`src/rtl/mc_control_unit_pkg.sv`:
```
// mc_control_unit_pkg: shared opcodes, state encoding and decoded field bundle
package mc_control_unit_pkg;
  typedef enum logic [2:0] {FETCH, DECODE, EXECUTE, MEM, WB, HALT, TRAP} state_t;
  localparam logic [4:0] OP_LOAD   = 5'b00000;
  localparam logic [4:0] OP_I      = 5'b00100;
  localparam logic [4:0] OP_AUIPC  = 5'b00101;
  localparam logic [4:0] OP_STORE  = 5'b01000;
  localparam logic [4:0] OP_R      = 5'b01100;
  localparam logic [4:0] OP_LUI    = 5'b01101;
  localparam logic [4:0] OP_BRANCH = 5'b11000;
  localparam logic [4:0] OP_JALR   = 5'b11001;
  localparam logic [4:0] OP_JAL    = 5'b11011;
  localparam logic [4:0] OP_SYSTEM = 5'b11100;
  localparam logic [1:0] ALU_BR    = 2'b01;
  localparam logic [1:0] ALU_R     = 2'b10;
  localparam logic [1:0] ALU_I     = 2'b11;
  localparam logic [1:0] RD_PC_IMM = 2'b01;
  localparam logic [1:0] RD_PC4    = 2'b10;
  localparam logic [1:0] RD_IMM    = 2'b11;
  typedef struct packed {
    logic       legal;
    logic       system;
    logic       is_load;
    logic       is_store;
    logic       branch;
    logic       mem_to_reg;
    logic       alu_src;
    logic       pc_gen_sel;
    logic [1:0] alu_op;
    logic [1:0] rd_sel;
  } fields_t;
endpackage

```
`src/rtl/mc_control_unit_if.sv`:
```
// mc_control_unit_if: opcode/memory handshake and datapath control bundle
interface mc_control_unit_if #(parameter int CNT_W = 32);
  logic [4:0]       opcode;
  logic             mem_ready;
  logic             mem_req, iord, ir_write, pc_write;
  logic             branch, memRead, memtoReg, memWrite, ALUSrc, RegWrite, pc_gen_sel;
  logic [1:0]       ALUOp, rd_sel;
  logic             halted, illegal, bus_err;
  logic [2:0]       state;
  logic [CNT_W-1:0] instret;
  modport master (
    input  opcode, mem_ready,
    output mem_req, iord, ir_write, pc_write, branch, memRead, memtoReg, memWrite,
           ALUSrc, RegWrite, pc_gen_sel, ALUOp, rd_sel, halted, illegal, bus_err, state, instret
  );
  modport slave (
    output opcode, mem_ready,
    input  mem_req, iord, ir_write, pc_write, branch, memRead, memtoReg, memWrite,
           ALUSrc, RegWrite, pc_gen_sel, ALUOp, rd_sel, halted, illegal, bus_err, state, instret
  );
endinterface

```
`src/rtl/mc_control_unit_decode.sv`:
```
// mc_control_unit_decode: combinational opcode -> datapath field table and legality
module mc_control_unit_decode
  import mc_control_unit_pkg::*;
(
  input  logic [4:0] op,
  output fields_t    f
);
  always_comb begin
    f = '0;
    f.legal = 1'b1;
    case (op)
      OP_R:      f.alu_op = ALU_R;
      OP_I:      begin f.alu_op = ALU_I; f.alu_src = 1'b1; end
      OP_LOAD:   begin f.is_load = 1'b1; f.mem_to_reg = 1'b1; f.alu_src = 1'b1; end
      OP_STORE:  begin f.is_store = 1'b1; f.alu_src = 1'b1; end
      OP_BRANCH: begin f.branch = 1'b1; f.alu_op = ALU_BR; end
      OP_JALR:   begin f.alu_src = 1'b1; f.pc_gen_sel = 1'b1; f.rd_sel = RD_PC4; end
      OP_JAL:    f.rd_sel = RD_PC4;
      OP_AUIPC:  f.rd_sel = RD_PC_IMM;
      OP_LUI:    f.rd_sel = RD_IMM;
      OP_SYSTEM: begin f.legal = 1'b0; f.system = 1'b1; end
      default:   f.legal = 1'b0;
    endcase
  end
endmodule

```
`src/rtl/mc_control_unit.sv`:
```
// mc_control_unit: multicycle control FSM with memory timeout and retired-instruction count
module mc_control_unit
  import mc_control_unit_pkg::*;
#(
  parameter int unsigned MEM_TIMEOUT = 255,
  parameter int unsigned CNT_W       = 32
) (
  input logic               clk,
  input logic               rst,
  mc_control_unit_if.master bus
);
  localparam int TW = $clog2(MEM_TIMEOUT + 2);
  state_t           state, state_n;
  logic [4:0]       op_q;
  logic [TW-1:0]    wait_cnt;
  logic [CNT_W-1:0] instret_q;
  logic             halted_q, illegal_q, bus_err_q;
  logic             mem_phase, ready, waiting, timeout, active, pc_write_c;
  fields_t          f;

  // while decoding, the live IR drives the table so legality is known before op_q loads
  mc_control_unit_decode u_decode (.op(state == DECODE ? bus.opcode : op_q), .f(f));

  always_comb begin
    mem_phase  = state == FETCH || state == MEM;
    ready      = mem_phase && bus.mem_ready;
    waiting    = mem_phase && !bus.mem_ready;
    timeout    = MEM_TIMEOUT != 0 && waiting && 32'(wait_cnt) + 1 >= MEM_TIMEOUT;
    active     = state == EXECUTE || state == MEM || state == WB;
    pc_write_c = !rst && ((state == EXECUTE && f.branch) || (state == MEM && f.is_store && ready) || state == WB);
  end

  always_ff @(posedge clk)
    state <= rst ? FETCH : state_n;

  always_comb begin
    state_n = state;
    case (state)
      FETCH:   state_n = ready ? DECODE : timeout ? TRAP : FETCH;
      DECODE:  state_n = f.system ? HALT : f.legal ? EXECUTE : TRAP;
      EXECUTE: state_n = f.branch ? FETCH : (f.is_load || f.is_store) ? MEM : WB;
      MEM:     state_n = ready ? (f.is_store ? FETCH : WB) : timeout ? TRAP : MEM;
      WB:      state_n = FETCH;
      default: state_n = state;
    endcase
  end

  // wait counter restarts on every state change, so each FETCH/MEM visit gets a fresh budget
  always_ff @(posedge clk) begin
    if (rst) begin
      op_q      <= '0;
      wait_cnt  <= '0;
      instret_q <= '0;
      halted_q  <= 1'b0;
      illegal_q <= 1'b0;
      bus_err_q <= 1'b0;
    end else begin
      if (state == DECODE) op_q <= bus.opcode;
      wait_cnt  <= state_n != state ? '0 : wait_cnt + TW'(waiting);
      if (pc_write_c) instret_q <= instret_q + CNT_W'(1);
      halted_q  <= halted_q || (state == DECODE && f.system);
      illegal_q <= illegal_q || (state == DECODE && !f.system && !f.legal);
      bus_err_q <= bus_err_q || timeout;
    end
  end

  always_comb begin
    bus.mem_req    = !rst && mem_phase;
    bus.iord       = state == MEM;
    bus.ir_write   = !rst && state == FETCH && bus.mem_ready;
    bus.pc_write   = pc_write_c;
    bus.RegWrite   = !rst && state == WB;
    bus.memRead    = !rst && state == MEM && f.is_load;
    bus.memWrite   = !rst && state == MEM && f.is_store;
    bus.branch     = active && f.branch;
    bus.memtoReg   = active && f.mem_to_reg;
    bus.ALUSrc     = active && f.alu_src;
    bus.pc_gen_sel = active && f.pc_gen_sel;
    bus.ALUOp      = active ? f.alu_op : '0;
    bus.rd_sel     = active ? f.rd_sel : '0;
    bus.halted     = halted_q;
    bus.illegal    = illegal_q;
    bus.bus_err    = bus_err_q;
    bus.state      = state;
    bus.instret    = instret_q;
  end
endmodule
```
`src/flat_wrapper.sv`:
```
// flat-port wrapper written by rule: the top's interface ports become plain ports
module mc_control_unit_flat import mc_control_unit_pkg::*;
#(
  parameter int unsigned MEM_TIMEOUT = 255,
  parameter int unsigned CNT_W       = 32
)
  (clk, rst, bus_opcode, bus_mem_ready, bus_mem_req, bus_iord, bus_ir_write, bus_pc_write, bus_branch, bus_memRead, bus_memtoReg, bus_memWrite, bus_ALUSrc, bus_RegWrite, bus_pc_gen_sel, bus_ALUOp, bus_rd_sel, bus_halted, bus_illegal, bus_bus_err, bus_state, bus_instret);
  mc_control_unit_if #(.CNT_W(CNT_W)) bus_i ();
  input logic clk;
  input logic rst;
  input wire logic [$bits(bus_i.opcode)-1:0] bus_opcode;
  input wire logic [$bits(bus_i.mem_ready)-1:0] bus_mem_ready;
  output wire logic [$bits(bus_i.mem_req)-1:0] bus_mem_req;
  output wire logic [$bits(bus_i.iord)-1:0] bus_iord;
  output wire logic [$bits(bus_i.ir_write)-1:0] bus_ir_write;
  output wire logic [$bits(bus_i.pc_write)-1:0] bus_pc_write;
  output wire logic [$bits(bus_i.branch)-1:0] bus_branch;
  output wire logic [$bits(bus_i.memRead)-1:0] bus_memRead;
  output wire logic [$bits(bus_i.memtoReg)-1:0] bus_memtoReg;
  output wire logic [$bits(bus_i.memWrite)-1:0] bus_memWrite;
  output wire logic [$bits(bus_i.ALUSrc)-1:0] bus_ALUSrc;
  output wire logic [$bits(bus_i.RegWrite)-1:0] bus_RegWrite;
  output wire logic [$bits(bus_i.pc_gen_sel)-1:0] bus_pc_gen_sel;
  output wire logic [$bits(bus_i.ALUOp)-1:0] bus_ALUOp;
  output wire logic [$bits(bus_i.rd_sel)-1:0] bus_rd_sel;
  output wire logic [$bits(bus_i.halted)-1:0] bus_halted;
  output wire logic [$bits(bus_i.illegal)-1:0] bus_illegal;
  output wire logic [$bits(bus_i.bus_err)-1:0] bus_bus_err;
  output wire logic [$bits(bus_i.state)-1:0] bus_state;
  output wire logic [$bits(bus_i.instret)-1:0] bus_instret;
  assign bus_i.opcode = bus_opcode;
  assign bus_i.mem_ready = bus_mem_ready;
  assign bus_mem_req = bus_i.mem_req;
  assign bus_iord = bus_i.iord;
  assign bus_ir_write = bus_i.ir_write;
  assign bus_pc_write = bus_i.pc_write;
  assign bus_branch = bus_i.branch;
  assign bus_memRead = bus_i.memRead;
  assign bus_memtoReg = bus_i.memtoReg;
  assign bus_memWrite = bus_i.memWrite;
  assign bus_ALUSrc = bus_i.ALUSrc;
  assign bus_RegWrite = bus_i.RegWrite;
  assign bus_pc_gen_sel = bus_i.pc_gen_sel;
  assign bus_ALUOp = bus_i.ALUOp;
  assign bus_rd_sel = bus_i.rd_sel;
  assign bus_halted = bus_i.halted;
  assign bus_illegal = bus_i.illegal;
  assign bus_bus_err = bus_i.bus_err;
  assign bus_state = bus_i.state;
  assign bus_instret = bus_i.instret;
  mc_control_unit #(.MEM_TIMEOUT(MEM_TIMEOUT), .CNT_W(CNT_W)) u_core (.clk(clk), .rst(rst), .bus(bus_i));
endmodule
```
`config.mk`:
```
export PLATFORM = sky130hd
export DESIGN_NAME = mc_control_unit_flat
export DESIGN_NICKNAME = d
export VERILOG_FILES = /design/src/rtl/mc_control_unit_pkg.sv /design/src/rtl/mc_control_unit_if.sv /design/src/rtl/mc_control_unit_decode.sv /design/src/rtl/mc_control_unit.sv /design/src/flat_wrapper.sv
export SDC_FILE = /design/constraint.sdc
export NUM_CORES = 1
export LEC_CHECK = 0
export BUFFER_PORTS_ARGS = -buffer_cell sky130_fd_sc_hd__buf_2
export CAP_MARGIN = 20
export CELL_PAD_IN_SITES_DETAIL_PLACEMENT = 1
export CELL_PAD_IN_SITES_GLOBAL_PLACEMENT = 2
export CORE_ASPECT_RATIO = 1.2
export CORE_MARGIN = 8
export CORE_UTILIZATION = 31
export DETAILED_ROUTE_END_ITERATION = 12
export PLACE_DENSITY = 0.8
export SETUP_SLACK_MARGIN = 0.05
export SLEW_MARGIN = 20
export SYNTH_ARGS = -nofsm -noshare
export SYNTH_HDL_FRONTEND = slang
export SYNTH_SLANG_ARGS = --single-unit
```
`constraint.sdc`:
```
create_clock -name clk -period 2.7 [get_ports clk]
set_input_delay 0.405 -clock clk [delete_from_list [all_inputs] [get_ports clk]]
set_output_delay 0.405 -clock clk [all_outputs]
set_load 0.02 [all_outputs]
```
# Yosys cells after proc, flatten, opt, wreduce, memory -nomap -nowiden
# Cells that the tools add are included.
dict set report classes {
  n_eq_ne 14
  reduce_logical 40
  bitwise 0
  n_mux 22
  n_lt_le_gt_ge 1
  multipliers 0
  shifts 0
  div_mod_pow 0
  addsub 3
}
# op n
set ops {}
lappend ops {{32-bit by 1-bit adder with 32-bit output, second input constant} 1}
lappend ops {{32-bit by 8-bit >= comparator with 1-bit output, second input constant} 1}
lappend ops {{3-bit two-way mux} 9}
lappend ops {{1-bit logical AND} 21}
lappend ops {{5-bit equality test, second input constant} 4}
lappend ops {{5-bit by 4-bit equality test with 1-bit output, second input constant} 3}
lappend ops {{3-bit one-hot mux with 5 select lines} 1}
lappend ops {{2-bit one-hot mux with 3 select lines} 2}
lappend ops {{9-bit by 1-bit adder with 10-bit output, second input constant} 1}
lappend ops {{5-bit by 3-bit equality test with 1-bit output, second input constant} 2}
lappend ops {{9-bit by 1-bit adder with 9-bit output} 1}
lappend ops {{1-bit logical OR} 9}
lappend ops {{9-bit OR reduction} 1}
lappend ops {{1-bit two-way mux} 7}
lappend ops {{3-bit by 2-bit equality test with 1-bit output, second input constant} 2}
lappend ops {{5-bit logical NOT} 1}
lappend ops {{5-bit two-way mux} 1}
lappend ops {{1-bit logical NOT} 4}
lappend ops {{2-bit two-way mux} 2}
lappend ops {{2-bit OR reduction} 2}
lappend ops {{4-bit OR reduction} 1}
lappend ops {{3-bit by 1-bit equality test with 1-bit output, second input constant} 1}
lappend ops {{3-bit equality test, second input constant} 1}
lappend ops {{3-bit logical NOT} 1}
lappend ops {{3-bit != test} 1}
dict set report totals {
  output_inout_bits 53
  regBits 52
  rom_bits 0
  elab_cells 87
  ram_bits 0
  input_bits 8
  latch_bits 0
  mem_count 0
}

# Logic depth before layout (Yosys ltp)
dict set report logic_depth {
  ltp_word 10
  mapped_depth 10
  depth_no_buf 8
}

# Hierarchy
# A second synthesis with hierarchy kept.
dict set report hier_totals {
  hier_cells 338
  hier_area_um2 2830.2
}
# module cells_each seq_area_each_um2 instances area_each_um2
set modules_own_cells {}
lappend modules_own_cells {mc_control_unit 311 1041.0 1 2635.0}
lappend modules_own_cells {mc_control_unit_decode 27 0.0 1 195.2}

# Worst setup path after synthesis
# Ideal clock, no wire load.
dict set report synth_timing {
  kind {register -> output}
  startpoint {reg u_core.state[0], in the netlist u_core.bus.state[0]}
  endpoint {out bus_ALUSrc}
  required_ps 2295
  path_buffers 0
  t_arrival_ps 2740
  path_slack_ps -445
  path_stages_with_launch 5
  cell_sequence {dfxtp_1 -> clkinv_1 -> nor3_1 -> a31oi_1 -> a2111oi_0}
}
dict set report synth_via {
  elab_chain_len 6
  word_cells_on_any_way 14
  cone_classes {eq/ne (7); mux (2); reduce/logical (5)}
}
# element line
set synth_lines {}
lappend synth_lines {{start, declared} mc_control_unit.sv:13} ;# state_t state, state_n;
lappend synth_lines {{start signal, assigned} mc_control_unit.sv:34} ;# state <= rst ? FETCH : state_n;
lappend synth_lines {{3-bit by 1-bit equality test with 1-bit output} mc_control_unit.sv:22} ;# mc_control_unit_decode u_decode (.op(state == DECODE ? bus.opcode : op_q), .f(f));
lappend synth_lines {{5-bit two-way mux} -}
lappend synth_lines {{5-bit equality test (tied with other cells)} mc_control_unit_decode.sv:11} ;# case (op)
lappend synth_lines {{4-bit OR reduction (no line)} -}
lappend synth_lines {{1-bit two-way mux} mc_control_unit_decode.sv:11}
lappend synth_lines {{1-bit logical AND *} mc_control_unit.sv:77} ;# bus.ALUSrc = active && f.alu_src;
lappend synth_lines {{end, declared} flat_wrapper.sv:21} ;# output wire logic [$bits(bus_i.ALUSrc)-1:0] bus_ALUSrc;
# Mark *: on every way between the ends. The rest lies on a longest branch, timed or not.

# Worst setup path in the final report
dict set report layout_timing {
  startpoint {reg u_core.op_q[2]}
  endpoint {out bus_pc_write}
}
dict set report layout_via {
  elab_chain_len 8
  word_cells_on_any_way 11
  cone_classes {eq/ne (2); mux (3); reduce/logical (6)}
}
# element line
set layout_lines {}
lappend layout_lines {{start, declared} mc_control_unit.sv:14} ;# logic [4:0] op_q;
lappend layout_lines {{start signal, assigned} mc_control_unit.sv:58} ;# if (state == DECODE) op_q <= bus.opcode;
lappend layout_lines {{5-bit two-way mux *} -}
lappend layout_lines {{5-bit by 4-bit equality test with 1-bit output} mc_control_unit_decode.sv:11}
lappend layout_lines {{1-bit two-way mux} mc_control_unit_decode.sv:11}
lappend layout_lines {{1-bit logical AND (2 in a row)} mc_control_unit.sv:30} ;# pc_write_c = !rst && ((state == EXECUTE && f.branch) || (state == MEM && f.is_store && ready) || state == WB);
lappend layout_lines {{1-bit logical OR * (2 in a row)} mc_control_unit.sv:30}
lappend layout_lines {{1-bit logical AND *} mc_control_unit.sv:30}
lappend layout_lines {{end, declared} flat_wrapper.sv:16} ;# output wire logic [$bits(bus_i.pc_write)-1:0] bus_pc_write;
# Marked as above.

==> metrics.txt <==
outcome finished, final reports clean; Port Buffers 60; Post-Place Cells 540; Global Route Usage Sum 14.0%; Period Utilization, post-route 93.4%; final setup TNS 0 ns; worst slack at placement 0.233 ns; clock latency at the later pin of the worst-skew pair 0.31 ns; Max Used Layer met4; horizontal die dimension 104 um; cell taking the most area after synthesis sky130_fd_sc_hd__dfxtp_1; dpl hpwl 6660 um; Final WS setup 0.177 ns; combinational share of power 42.2%; proportion of power drawn by the clock network 20.2%; RSZ-0062 raised after global routing false; required time of the critical path 2.30 ns; Max Transition Viols Final 0; syn nets 374; CP Launch Type flop; warning count from the yosys run 0; count of boundary I/O pins 61; antenna-violating nets left 0; layout cells sized above 1 22.4%; mapped cell area 0.00287 mm^2; final worst path period need 2.52 ns; Core Region 0.00903 mm^2; final setup fails 0; number of maximum-capacitance constraint violations 0; slew at the pin closest to its max-slew limit 0.773 ns; Core Rows 38; maximum buffer depth of the clock tree 2; largest voltage drop on the vdd net 0.339 mV; Fmax 396 MHz; pin count of the biggest net entering global routing 51; Iter 0 DRT Violations 94; startpoint-to-endpoint class of the critical path reg -> out; most frequent cells in the layout sky130_fd_sc_hd__buf_2, sky130_fd_sc_hd__dfxtp_1, sky130_fd_sc_hd__nand2_1; arrival time at the worst endpoint 2.12 ns; layout filler cell count 1135; clock-pin transition on the worst setup and hold timing paths 0.10 ns; TritonCTS buffer count 5; number of antenna violations at the first check in global routing 0; Initial Utilization 31.8%; placer's final routability congestion estimate 0.770; Antenna Diode Count 0; Total Wirelength 8860 um; Synth area leaders sky130_fd_sc_hd__dfxtp_1, sky130_fd_sc_hd__a21oi_1, sky130_fd_sc_hd__nand2_1; power per unit of standard cell area 675 mW/mm^2; Unique masters post-synth 51; hold crit path type in -> reg; count of flip-flops with a built-in enable after synthesis 0; final standard cell count with taps included and fillers excluded 548; Worst Path Max Fanout 7; Seq/Total Area, Yosys 36.3%; count of state elements after synthesis 52; share of async-settable or async-resettable flops after synthesis 0%; wire length of the first global-routing pass 14800 um; Yosys top cell area share 36.3%; total number of clock tree sinks 52; number of global-route vias before repair 3041; area growth from synthesis to final layout 20.4%; vias after detailed routing 2967; met3 wire len 334 um; share of total power consumed by net switching 40.8%; metal1 wirelength 4020 um; Hold Fails Final Rpt 0; H-tree lvl count 2; commonest non-fill, non-tap cell in the layout sky130_fd_sc_hd__buf_2; # hold bufs at CTS 0; synthesized area per cell 7.91 um^2; final net count 438; TritonCTS clock tree done; total congestion overflow 0; met2 WL post-DR 4420 um; final-layout worst hold slack 0.360 ns; y dimension of the die 121 um; Int Power 1.38 mW; clock root cell sky130_fd_sc_hd__clkbuf_8; Max-Slew Margin vs Limit 48.5%; drt via density 5.41; average wire per cell in the routed design 16.2 um; post-CTS setup buffers 0; clk_skew 0.00995 ns; kind of capture point of the worst setup path primary output; DR pass1 iterations 4; remaining routing DRC violations 0; Seq pwr share 37.6%; sw power 953 uW; standby leakage power 1.31 nW; Cells after Synth 363; ys flop type sky130_fd_sc_hd__dfxtp_1; Total Die Area 0.0126 mm^2
-- worst max-delay path, cell delays in order (launching register included) --
cell                      delay (ns)
sky130_fd_sc_hd__dfxtp_1        0.38
sky130_fd_sc_hd__or4_4          0.54
sky130_fd_sc_hd__o31ai_4        0.34
sky130_fd_sc_hd__buf_4          0.20
sky130_fd_sc_hd__nand2_1        0.09
sky130_fd_sc_hd__nor2_1         0.09
sky130_fd_sc_hd__buf_2          0.17
-- stage by stage --
step	util (%)	power [mW]	cell area, um^2
5_1_grt	38.3	2.49	3460
6_report	38.3	2.33	3460
4_1_cts	38.2	2.37	3450
3_3_place_gp	37.2	1.86	3360
3_5_place_dp	37.2	1.88	3360
2_1_floorplan	-	1.55	2880
-- kinds of logic (layout without fill, tap and decap cells) --
logic type / Yosys count / after routing / synth area share, %
buf+inv: 27 / 92 / 4.14
flops: 52 / 52 / 36.3
compound gates: 82 / 82 / 18.7
mux: 2 / 2 / 0.697
xor+xnor: 18 / 18 / 5.49
fa+ha+maj: 3 / 3 / 1.31
simple gates: 179 / 179 / 33.4
-- synthesized netlist by cell type (all sizes together), types with 2 or more instances --
library cell and n:
or4 12, nand4b 2, or2 2, nor4 8, nand3 18, a21oi 30, o21ai 19, nand4 14
mux2i 2, and4 2, nand2 39, dfxtp 52, inv 8, nor2b 4, ha 3, nor3 19
xnor2 9, nand2b 5, buf 8, o31a 2, o21ba 2, nor2 27, o31ai 10, a21boi 2
nor4b 2, and3 5, a31oi 5, o21a 3, o21bai 2, or3 17, xor2 9, clkbuf 10
-- sequential cells by signal, indices dropped and copies added, names as in the netlist --
signal / flops
u_core.op_q: 5
u_core.bus.halted: 1
u_core.bus.illegal: 1
u_core.bus.state: 3
u_core.bus.bus_err: 1
u_core.bus.instret: 32
u_core.wait_cnt: 9
-- cell type report --
class / count / area (um^2) / area share [%]
inverters: 9 / 33.8 / 0.978
clock buffers: 8 / 90.1 / 2.61
multi-input cells: 284 / 1720 / 49.9
repair buffers: 75 / 413 / 11.9
well taps: 120 / 150 / 4.34
flip-flops and latches: 52 / 1040 / 30.2
-- layer usage --
metal  GRT usage, %  vias up
met5              0        -
met3           3.35        8
met4           3.35        0
met2           24.9       49
li1               -     1463
met1           16.5     1447
-- final timing paths --
kind	startpoint	endpoint	slack, ns	depth (start not counted)
max reg2reg	u_core.op_q[2]$_SDFF_PP0_	u_core.bus.instret[28]$_SDFFE_PP0P_	0.21	5
min	bus_opcode[3]	u_core.op_q[3]$_SDFF_PP0_	0.36	3
min reg2reg	u_core.bus.instret[31]$_SDFFE_PP0P_	u_core.bus.instret[31]$_SDFFE_PP0P_	0.48	2
max	u_core.op_q[2]$_SDFF_PP0_	bus_pc_write	0.18	6
-- power by group through the flow --
stage / Clock [mW] / Sequential, mW / Combinational [mW]
after floorplan: 0 / 0.900 / 0.647
after global placement: 0 / 0.887 / 0.973
after detailed placement: 0 / 0.892 / 0.990
after CTS: 0.498 / 0.875 / 0.995
after global routing: 0.522 / 0.888 / 1.08
final: 0.471 / 0.878 / 0.985
-- timing repair --
item | in CTS | in global routing
endpoints found under the setup margin | 6 | 6
pin swaps | 0 | 0
gates resized for setup | 1 | 2
Power figures use the tool's default switching activity.
